--- config.mk ---
export PLATFORM = sky130hd
export DESIGN_NAME = control_word_executor
export DESIGN_NICKNAME = d
export VERILOG_FILES = /design/src/rtl/control_word_executor.sv
export SDC_FILE = /design/constraint.sdc
export NUM_CORES = 1
export LEC_CHECK = 0
export ABC_AREA = 1
export CORE_MARGIN = 2
export CORE_UTILIZATION = 43
export CTS_CLUSTER_SIZE = 30
export DETAILED_ROUTE_END_ITERATION = 8
export PLACE_DENSITY = 0.85
export RECOVER_POWER = 25
export REMOVE_ABC_BUFFERS = 1
export SKIP_CTS_REPAIR_TIMING = 1
export SYNTH_ARGS = -nofsm -noshare
export SYNTH_HDL_FRONTEND = slang
export SYNTH_SLANG_ARGS = --single-unit
--- constraint.sdc ---
create_clock -name clk -period 11.05 [get_ports clk]
set_input_delay 2.21 -clock clk [delete_from_list [all_inputs] [get_ports clk]]
set_output_delay 2.21 -clock clk [all_outputs]
set_load 0.005 [all_outputs]
--- src/rtl/control_word_executor.sv ---
// Control-word executor: accepts one 55-bit ALU control word per transaction and sequences
// register-file reads, the ALU, memory/stack access, register writeback and the PC increment.
module control_word_executor (
  input  logic        clk,
  input  logic        reset,
  input  logic        cw_valid,
  output logic        cw_ready,
  input  logic [54:0] control_word,
  output logic [3:0]  rf_a_addr,
  output logic [3:0]  rf_b_addr,
  input  logic [15:0] rf_a_data,
  input  logic [15:0] rf_b_data,
  output logic [3:0]  alu_op,
  output logic [15:0] alu_a,
  output logic [15:0] alu_b,
  input  logic [15:0] alu_result,
  output logic        mem_req,
  output logic        mem_we,
  output logic        mem_stack,
  output logic [15:0] mem_addr,
  output logic [15:0] mem_wdata,
  input  logic        mem_ack,
  input  logic [15:0] mem_rdata,
  output logic        rf_we,
  output logic [3:0]  rf_waddr,
  output logic [15:0] rf_wdata,
  output logic        pc_inc,
  output logic        busy
);

  typedef enum logic [2:0] {
    S_IDLE,
    S_READ,
    S_EXEC,
    S_STDATA,
    S_MEM,
    S_WB
  } state_t;

  state_t      r_state;
  state_t      w_next;

  logic [54:0] r_word;
  logic [15:0] r_result;
  logic [15:0] r_wdata;
  logic [15:0] r_rdata;

  logic        w_pc_inc;
  logic [3:0]  w_alu_op;
  logic [15:0] w_a_altern;
  logic [15:0] w_b_altern;
  logic [3:0]  w_a_select;
  logic [3:0]  w_b_select;
  logic        w_a_source;
  logic        w_b_source;
  logic [3:0]  w_out_select;
  logic [1:0]  w_load_src;
  logic        w_store_mem;
  logic        w_store_stk;
  logic        w_store;
  logic        w_load;

  assign w_pc_inc     = r_word[54];
  assign w_alu_op     = r_word[53:50];
  assign w_a_altern   = r_word[49:34];
  assign w_b_altern   = r_word[33:18];
  assign w_a_select   = r_word[17:14];
  assign w_b_select   = r_word[13:10];
  assign w_a_source   = r_word[9];
  assign w_b_source   = r_word[8];
  assign w_out_select = r_word[7:4];
  assign w_load_src   = r_word[3:2];
  assign w_store_mem  = r_word[1];
  assign w_store_stk  = r_word[0];

  // A store of either kind overrides load_src entirely.
  assign w_store = w_store_mem | w_store_stk;
  assign w_load  = ~w_store & w_load_src[1];

  always_ff @(posedge clk or posedge reset) begin
    if (reset) begin
      r_state <= S_IDLE;
    end else begin
      r_state <= w_next;
    end
  end

  // Datapath registers carry no reset: every output that exposes them is gated by state.
  always_ff @(posedge clk) begin
    if (r_state == S_IDLE && cw_valid) begin
      r_word <= control_word;
    end
    if (r_state == S_EXEC) begin
      r_result <= alu_result;
    end
    if (r_state == S_STDATA) begin
      r_wdata <= rf_a_data;
    end
    if (r_state == S_MEM && mem_ack) begin
      r_rdata <= mem_rdata;
    end
  end

  always_comb begin
    w_next    = r_state;
    cw_ready  = 1'b0;
    rf_a_addr = 4'd0;
    rf_b_addr = 4'd0;
    alu_op    = 4'd0;
    alu_a     = 16'd0;
    alu_b     = 16'd0;
    mem_req   = 1'b0;
    mem_we    = 1'b0;
    mem_stack = 1'b0;
    mem_addr  = 16'd0;
    mem_wdata = 16'd0;
    rf_we     = 1'b0;
    rf_waddr  = 4'd0;
    rf_wdata  = 16'd0;
    pc_inc    = 1'b0;
    case (r_state)
      S_IDLE: begin
        cw_ready = 1'b1;
        if (cw_valid) begin
          w_next = S_READ;
        end
      end
      S_READ: begin
        rf_a_addr = w_a_select;
        rf_b_addr = w_b_select;
        w_next    = S_EXEC;
      end
      S_EXEC: begin
        alu_op    = w_alu_op;
        alu_a     = w_a_source ? w_a_altern : rf_a_data;
        alu_b     = w_b_source ? w_b_altern : rf_b_data;
        // Port A is reused here to fetch the store data for the next cycle.
        rf_a_addr = w_store ? w_out_select : w_a_select;
        rf_b_addr = w_b_select;
        if (w_store) begin
          w_next = S_STDATA;
        end else if (w_load) begin
          w_next = S_MEM;
        end else begin
          w_next = S_WB;
        end
      end
      S_STDATA: begin
        rf_a_addr = w_out_select;
        w_next    = S_MEM;
      end
      S_MEM: begin
        mem_req   = 1'b1;
        mem_we    = w_store;
        mem_stack = w_store ? (w_store_stk & ~w_store_mem) : w_load_src[0];
        mem_addr  = r_result;
        mem_wdata = w_store ? r_wdata : 16'd0;
        if (mem_ack) begin
          w_next = S_WB;
        end
      end
      S_WB: begin
        rf_we    = ~w_store & (w_load_src != 2'b00);
        rf_waddr = w_out_select;
        rf_wdata = w_load_src[1] ? r_rdata : r_result;
        pc_inc   = w_pc_inc;
        w_next   = S_IDLE;
      end
      default: begin
        w_next = S_IDLE;
      end
    endcase
  end

  assign busy = ~cw_ready;

endmodule

==> metrics.md, run 1 <==
| Metric | Value |
|---|---|
| Slew headroom | -32.0% |
| Min-delay worst type | register to register |
| Synthesized area per cell | 10.6 µm² |
| Final TNS setup | 0 ps |
| Status | finished with violations |
| Number of global-route vias before repair | 3,958 |
| Critical Path AT | 4610 ps |
| TritonCTS Buffers | 9 |
| Nets | 770 |
| Synth Warn # | 0 |
| P_leak | 0.00270 µW |
| Synth cell types | 18 |
| Fraction of layout cells with a size suffix above 1 | 3.37% |
| # IOs | 226 |
| DR pass1 iterations | 4 |
| Initial Utilization | 44.0% |
| Critical path cell sequence | inv_1 > nand2_2 > nor2_1 > inv_1 > a21oi_1 > clkdlybuf4s50_1 |
| Skew-Pair Late Insertion Delay | 370 ps |
| GRT Util Overall | 22.7% |
| Clk sink count | 106 |
| CP dominant cell by count | inv_1 |
| Area of the die | 0.0114 mm² |
| FP Rows | 37 |
| Startpoint type of the worst setup path | register |
| Area of the core | 0.0103 mm² |
| Mapped Area | 0.00452 mm² |
| Count of pins over their slew limit | 25 |
| Syn Inst Count | 427 |
| Via count | 3,825 |
| Final setup fails | 0 |
| Worst-path maximum fanout | 37 |
| Die W | 107 µm |
| Initial drt markers | 244 |
| Synthesis-to-finish area growth | 56.3% |
| Critical Path RT | 8840 ps |
| Final instance area | 0.00707 mm² |
| Seq cells post-synth | 106 |
| Clk root buf | clkbuf_8 |
| CTS tree | built |
| RePlAce Congestion | 0.842 |
| First-pass GRT wire length | 19,500 µm |
| Final Hold Fails | 0 |
| Post-route DRC | 0 |
| FMAX | 0.147 GHz |
| Tmin final | 6820 ps |
| Vias per std cell | 4.84 |
| Setup repair after global routing missed its margin | false |
| Initial antenna violation count | 3 |
| Routed Antenna Nets | 0 |
| Buffer and inverter count on the worst path | 3 |
| Maximum vdd ir drop | 107 µV |
| Fin crit share | 61.7% |
| GRT Residual Overflow | 0 |
| CP Class | register to output pin |
| Largest net degree at the start of global routing | 56 |
| Number of max-cap violations | 1 |
| Failing checks | max-capacitance violations, max-slew violations |
| CTS Buffer Depth | 2 |
| Number of I/O port buffers | 225 |
| Placed inst area | 0.00687 mm² |
| Dpl hpwl | 9560 µm |
| Worst-path clk slew | 90 ps |
| H-tree depth | 3 |
| Worst path max stage delay | 1450 ps |
| Die height | 107 µm |
| Setup crit end kind | output pin |
| Routed wire length per instance | 16.3 µm |
| Slew at the pin with the worst max-slew slack | 1970 ps |
| Hold_ws | 666 ps |
| Pwr Density | 177 mW/mm² |
| WL final | 12,900 µm |
| Crit path max-delay family | buffers and inverters |
| Worst path slowest cell | nor2_1 |
| Fin Clk Skew | 7.95 ps |
| Sequential element share of the synthesized area | 70.1% |
-- state kept, by name (all words and copies together) (netlist names) --
signal    count
r_rdata      16
r_result     16
r_state       3
r_wdata      16
r_word       55
-- placed cells by master (no fill, tap or decap), drive strengths merged --
cell           count
o21bai             1
a21oi             49
nand2            140
clkbuf            10
clkinv             4
bufinv             2
nor2              55
dfrtp              3
nand3              8
dlygate4sd3       42
edfxtp           103
buf                2
nor3               2
clkdlybuf4s50    183
inv               43
o21ai              5
diode              3
-- per-stage QoR --
stage	cells	util [%]	setup WS, ps	total power [µW]
floorplan	409	-	6030	754
global placement	772	66.8	5340	994
detailed placement	772	66.8	5330	1010
CTS	788	68.8	5320	1270
global route	791	68.7	3770	1310
finish	791	68.7	4230	1250
-- path summary, 6_finish.rpt --
kind	start	cells past startpoint	slack (ps)	end
worst max-delay path	r_state[2]$_DFFE_PP0P_	6	4230	alu_a[3]
worst min-delay path	r_state[0]$_DFFE_PP0P_	2	670	r_state[2]$_DFFE_PP0P_
worst max register to register	r_state[2]$_DFFE_PP0P_	5	7340	r_state[1]$_DFFE_PP0P_
worst min register to register	r_state[0]$_DFFE_PP0P_	2	670	r_state[2]$_DFFE_PP0P_
max in group asynchronous	reset	2	8780	r_state[1]$_DFFE_PP0P_
min in group asynchronous	reset	2	2140	r_state[0]$_DFFE_PP0P_
-- cell families (layout without fill, tap and decap cells) --
group	count (synthesis)	in the layout	synth area share, %
AND/OR/NAND/NOR	205	205	18.0
flip-flops	106	106	70.1
buffers and inverters	61	286	5.81
AO/OA/AOI/OAI	55	55	6.14
other	0	3	0
-- metal layers --
metal / track usage (%) / vias to the layer above / share of wire (%)
li1: - / 1838 / -
met1: 24.0 / 1765 / 35
met2: 41.6 / 187 / 53
met3: 5.89 / 35 / 7.9
met4: 11.3 / 0 / 3.5
met5: 0 / - / 0
-- Yosys cell counts --
library cell / instances / share of area (%)
nor2_2: 2 / 0.28
nand3_1: 8 / 0.89
nor3_1: 1 / 0.11
buf_2: 9 / 1.0
nor3_2: 1 / 0.22
nor2_1: 52 / 4.3
a21oi_1: 49 / 5.4
o21bai_1: 1 / 0.17
dfrtp_1: 3 / 1.7
buf_6: 3 / 0.75
clkbuf_1: 6 / 0.50
nand2_2: 2 / 0.28
nor2_8: 1 / 0.44
nand2_1: 138 / 11
edfxtp_1: 103 / 68
inv_1: 40 / 3.3
o21ai_0: 5 / 0.55
inv_2: 3 / 0.25
-- worst reg2reg max path, stage by stage, from the launching register on --
cell	delay, ps
dfrtp_1	440
inv_1	150
nand2_2	50
nor2_1	1450
inv_1	1130
o21bai_1	390
-- power by group --
group	total (µW)	switching [µW]	leakage (µW)	internal [µW]
registers	580	41.4	0.000985	538
clock network	253	127	0.000105	126
logic	415	213	0.00160	201
total	1250	381	0.00270	866
-- final cells by class --
cell class	instances	area (µm²)
Sequential cell	106	3170
Inverter	43	161
Tap cell	136	170
Multi-Input combinational cell	260	1080
Clock buffer	10	128
Fill cell	748	3210
Timing Repair Buffer	227	2270
Clock inverter	6	81.3
Antenna cell	3	7.51
Power figures use the tool's default switching activity.
==> run 2, diff against run 1 <==
--- a/config.mk
+++ b/config.mk
@@ -7,10 +7,10 @@
 export LEC_CHECK = 0
 export ABC_AREA = 1
 export CORE_MARGIN = 2
-export CORE_UTILIZATION = 43
+export CORE_UTILIZATION = 36
 export CTS_CLUSTER_SIZE = 30
 export DETAILED_ROUTE_END_ITERATION = 8
-export PLACE_DENSITY = 0.85
+export PLACE_DENSITY = 0.76
 export RECOVER_POWER = 25
 export REMOVE_ABC_BUFFERS = 1
 export SKIP_CTS_REPAIR_TIMING = 1
==> constraint.sdc (replaced) <==
create_clock -name clk -period 6.25 [get_ports clk]
set_input_delay 1.25 -clock clk [delete_from_list [all_inputs] [get_ports clk]]
set_output_delay 1.25 -clock clk [all_outputs]
set_load 0.005 [all_outputs]
==> metrics.md, run 2 (same netlist as run 1, synthesis figures left out) <==
| Metric | Value |
|---|---|
| Status | complete, no violations |
| GRT Util Overall | 19.3% (-3.4 points) |
| Slew at the pin with the worst max-slew slack | 839 ps (-1130 ps) |
| Final setup fails | 0 (unchanged) |
| Post-Place Setup Slack | 2420 ps (-2920 ps) |
| Dpl hpwl | 9640 µm (+0.86%) |
| Synthesis-to-finish area growth | 59.7% |
| Vias per std cell | 4.61 (-4.6%) |
| Setup repair after global routing missed its margin | false |
| Layout Cells excl Fill | 820 (+3.7%) |
| Via count | 3,783 (-1.1%) |
| FF+latch area | 0.00317 mm² (unchanged) |
| Startpoint type of the worst setup path | register |
| Fin crit share | 63.2% |
| # IOs | 226 (unchanged) |
| Reg-to-Reg Start | r_state[0]$_DFFE_PP0P_ |
| GRT Residual Overflow | 0 (unchanged) |
| Min-delay worst type | register to register |
| Top reg by flops | r_word |
| Skew-Pair Late Insertion Delay | 350 ps (-20 ps) |
| Most frequent cells in the layout | clkdlybuf4s50_1, nand2_1, edfxtp_1 |
| Routed wire length per instance | 15.7 µm (-3.6%) |
| Multi-input gate area | 0.00110 mm² (+1.3%) |
| Final Hold Fails | 0 (unchanged) |
| Largest net degree at the start of global routing | 56 (unchanged) |
| Final worst slack | 2300 ps (-1930 ps) |
| Tmin final | 3950 ps |
| RePlAce Congestion | 0.812 (-3.5%) |
| Fin Clk Skew | 7.84 ps (-0.114 ps) |
| Clk sink count | 106 (unchanged) |
| Initial Utilization | 37.3% (-6.7 points) |
| CTS tree | built |
| Area of the die | 0.0135 mm² (+19%) |
| Nets | 770 (unchanged) |
| R2R setup slack | 4260 ps (-3080 ps) |
| DR pass1 iterations | 4 (unchanged) |
| Maximum vdd ir drop | 195 µV (+83%) |
| H-tree depth | 3 (unchanged) |
| Max reg flops | 55 (unchanged) |
| Area of the core | 0.0121 mm² (+18%) |
| Critical Path AT | 2700 ps (-1910 ps) |
| CP Class | register to output pin |
| Pwr Density | 327 mW/mm² (+85%) |
| Clk root buf | clkbuf_16 |
| First-pass GRT wire length | 19,600 µm (+0.88%) |
| Total power | 2360 µW (+90%) |
| Routed Antenna Nets | 0 (unchanged) |
| Number of global-route vias before repair | 3,936 (-0.56%) |
| Number of I/O port buffers | 225 (unchanged) |
| Fillers | 1,044 (+40%) |
| Worst path max stage delay | 550 ps (-900 ps) |
| Count of pins over their slew limit | 0 (-100%) |
| Critical Path RT | 5000 ps (-3840 ps) |
| Worst hold path depth | 3 (+1) |
| Worst-path clk slew | 70 ps (-20 ps) |
| P_leak | 0.00275 µW (+2.2%) |
| FMAX | 0.253 GHz |
| Initial antenna violation count | 0 (-3) |
| Worst Reg-to-Reg Cells | 4 (-1) |
| HP Start | r_state[1]$_DFFE_PP0P_ |
| Worst Hold Path EP | r_state[0]$_DFFE_PP0P_ |
| CTS Buffer Depth | 2 (unchanged) |
| Antenna cells | 0 (-3) |
| Setup crit end kind | output pin |
| Slew headroom | 44.0% (+76 points) |
| Die height | 116 µm (+8.9%) |
| Placed inst area | 0.00691 mm² (+0.58%) |
| Most common cell after layout, fill and taps aside | clkdlybuf4s50_1 |
| TritonCTS Buffers | 9 (unchanged) |
| WL final | 12,900 µm (-0.10%) |
| Worst path slowest cell | clkdlybuf4s50_1 |
| Final instance area | 0.00722 mm² (+2.2%) |
| Initial drt markers | 191 (-22%) |
| Critical R2R Capture | r_rdata[15]$_DFFE_PP_ |
| Dpl cells | 804 (+4.1%) |
| FP Rows | 40 (+8.1%) |
| Die W | 116 µm (+8.9%) |
| Worst-path maximum fanout | 37 (unchanged) |
| Critical path cell sequence | inv_1 > nand2_1 > nor2_8 > inv_2 > a21oi_1 > clkdlybuf4s50_1 |
| Fraction of layout cells with a size suffix above 1 | 3.83% (+0.46 points) |
| Number of max-cap violations | 0 (-1) |
| Post-route DRC | 0 (unchanged) |
| Final TNS setup | 0 ps (unchanged) |
## run 2: cell types whose count changed in the layout (fill, tap and decap cells not counted), moves of 2 or more
cell,change
diode_2,-3
clkinvlp_4,+2
clkdlybuf4s50_1,-18
clkbuf_16,+9
clkbuf_8,-9
dlygate4sd3_1,+18
## run 2: worst max path at each step
| stage | start | endpoint | cells past startpoint |
|---|---|---|---|
| 3_3_place_gp | rf_a_data[3] | alu_a[3] | 4 |
| 6_report | r_state[2]$_DFFE_PP0P_ | alu_a[3] | 6 |
| 4_1_cts | r_state[2]$_DFFE_PP0P_ | alu_a[3] | 6 |
| 2_1_floorplan | cw_valid | r_word[0]$_DFFE_PP_ | 2 |
| 5_1_grt | r_state[2]$_DFFE_PP0P_ | alu_a[3] | 6 |
| 3_5_place_dp | rf_a_data[3] | alu_a[3] | 4 |
## run 2: critical path: cells and delay by family, from the launching register on
family / cells / cell delay [ps]
AO/OA/AOI/OAI: 1 / 300
flip-flops: 1 / 440
buffers and inverters: 3 / 1070
AND/OR/NAND/NOR: 2 / 520
## run 2: power by group
part           leakage [µW]  total, µW  internal [µW]  switching, µW
Sequential         0.000985       1030            951           75.6
Combinational       0.00162        735            355            380
Clock              0.000149        602            350            252
Total               0.00275       2360           1660            707
## run 2: layout make-up
type                    count  area share (%)
clock buffers               9            3.12
clock inverters             7            1.28
inverters                  43            2.24
multi-input cells         260            15.2
flip-flops and latches    106            43.9
well taps                 168            2.91
repair buffers            227            31.4
## run 2: metal layers
| metal | GRT usage, % | part of all wire [%] | wire length, µm |
|---|---|---|---|
| met2 | 34.7 | 50 | 6500 |
| met3 | 6.59 | 8.5 | 1100 |
| met1 | 20.4 | 38 | 4890 |
| met5 | 0 | 0 | 0 |
| met4 | 8.89 | 3.0 | 386 |
## run 2: per-stage QoR
step	hold WS, ps	util [%]
floorplan	620	-
global placement	648	57.0
detailed placement	674	57.0
CTS	687	59.6
global route	713	59.6
finish	676	59.6
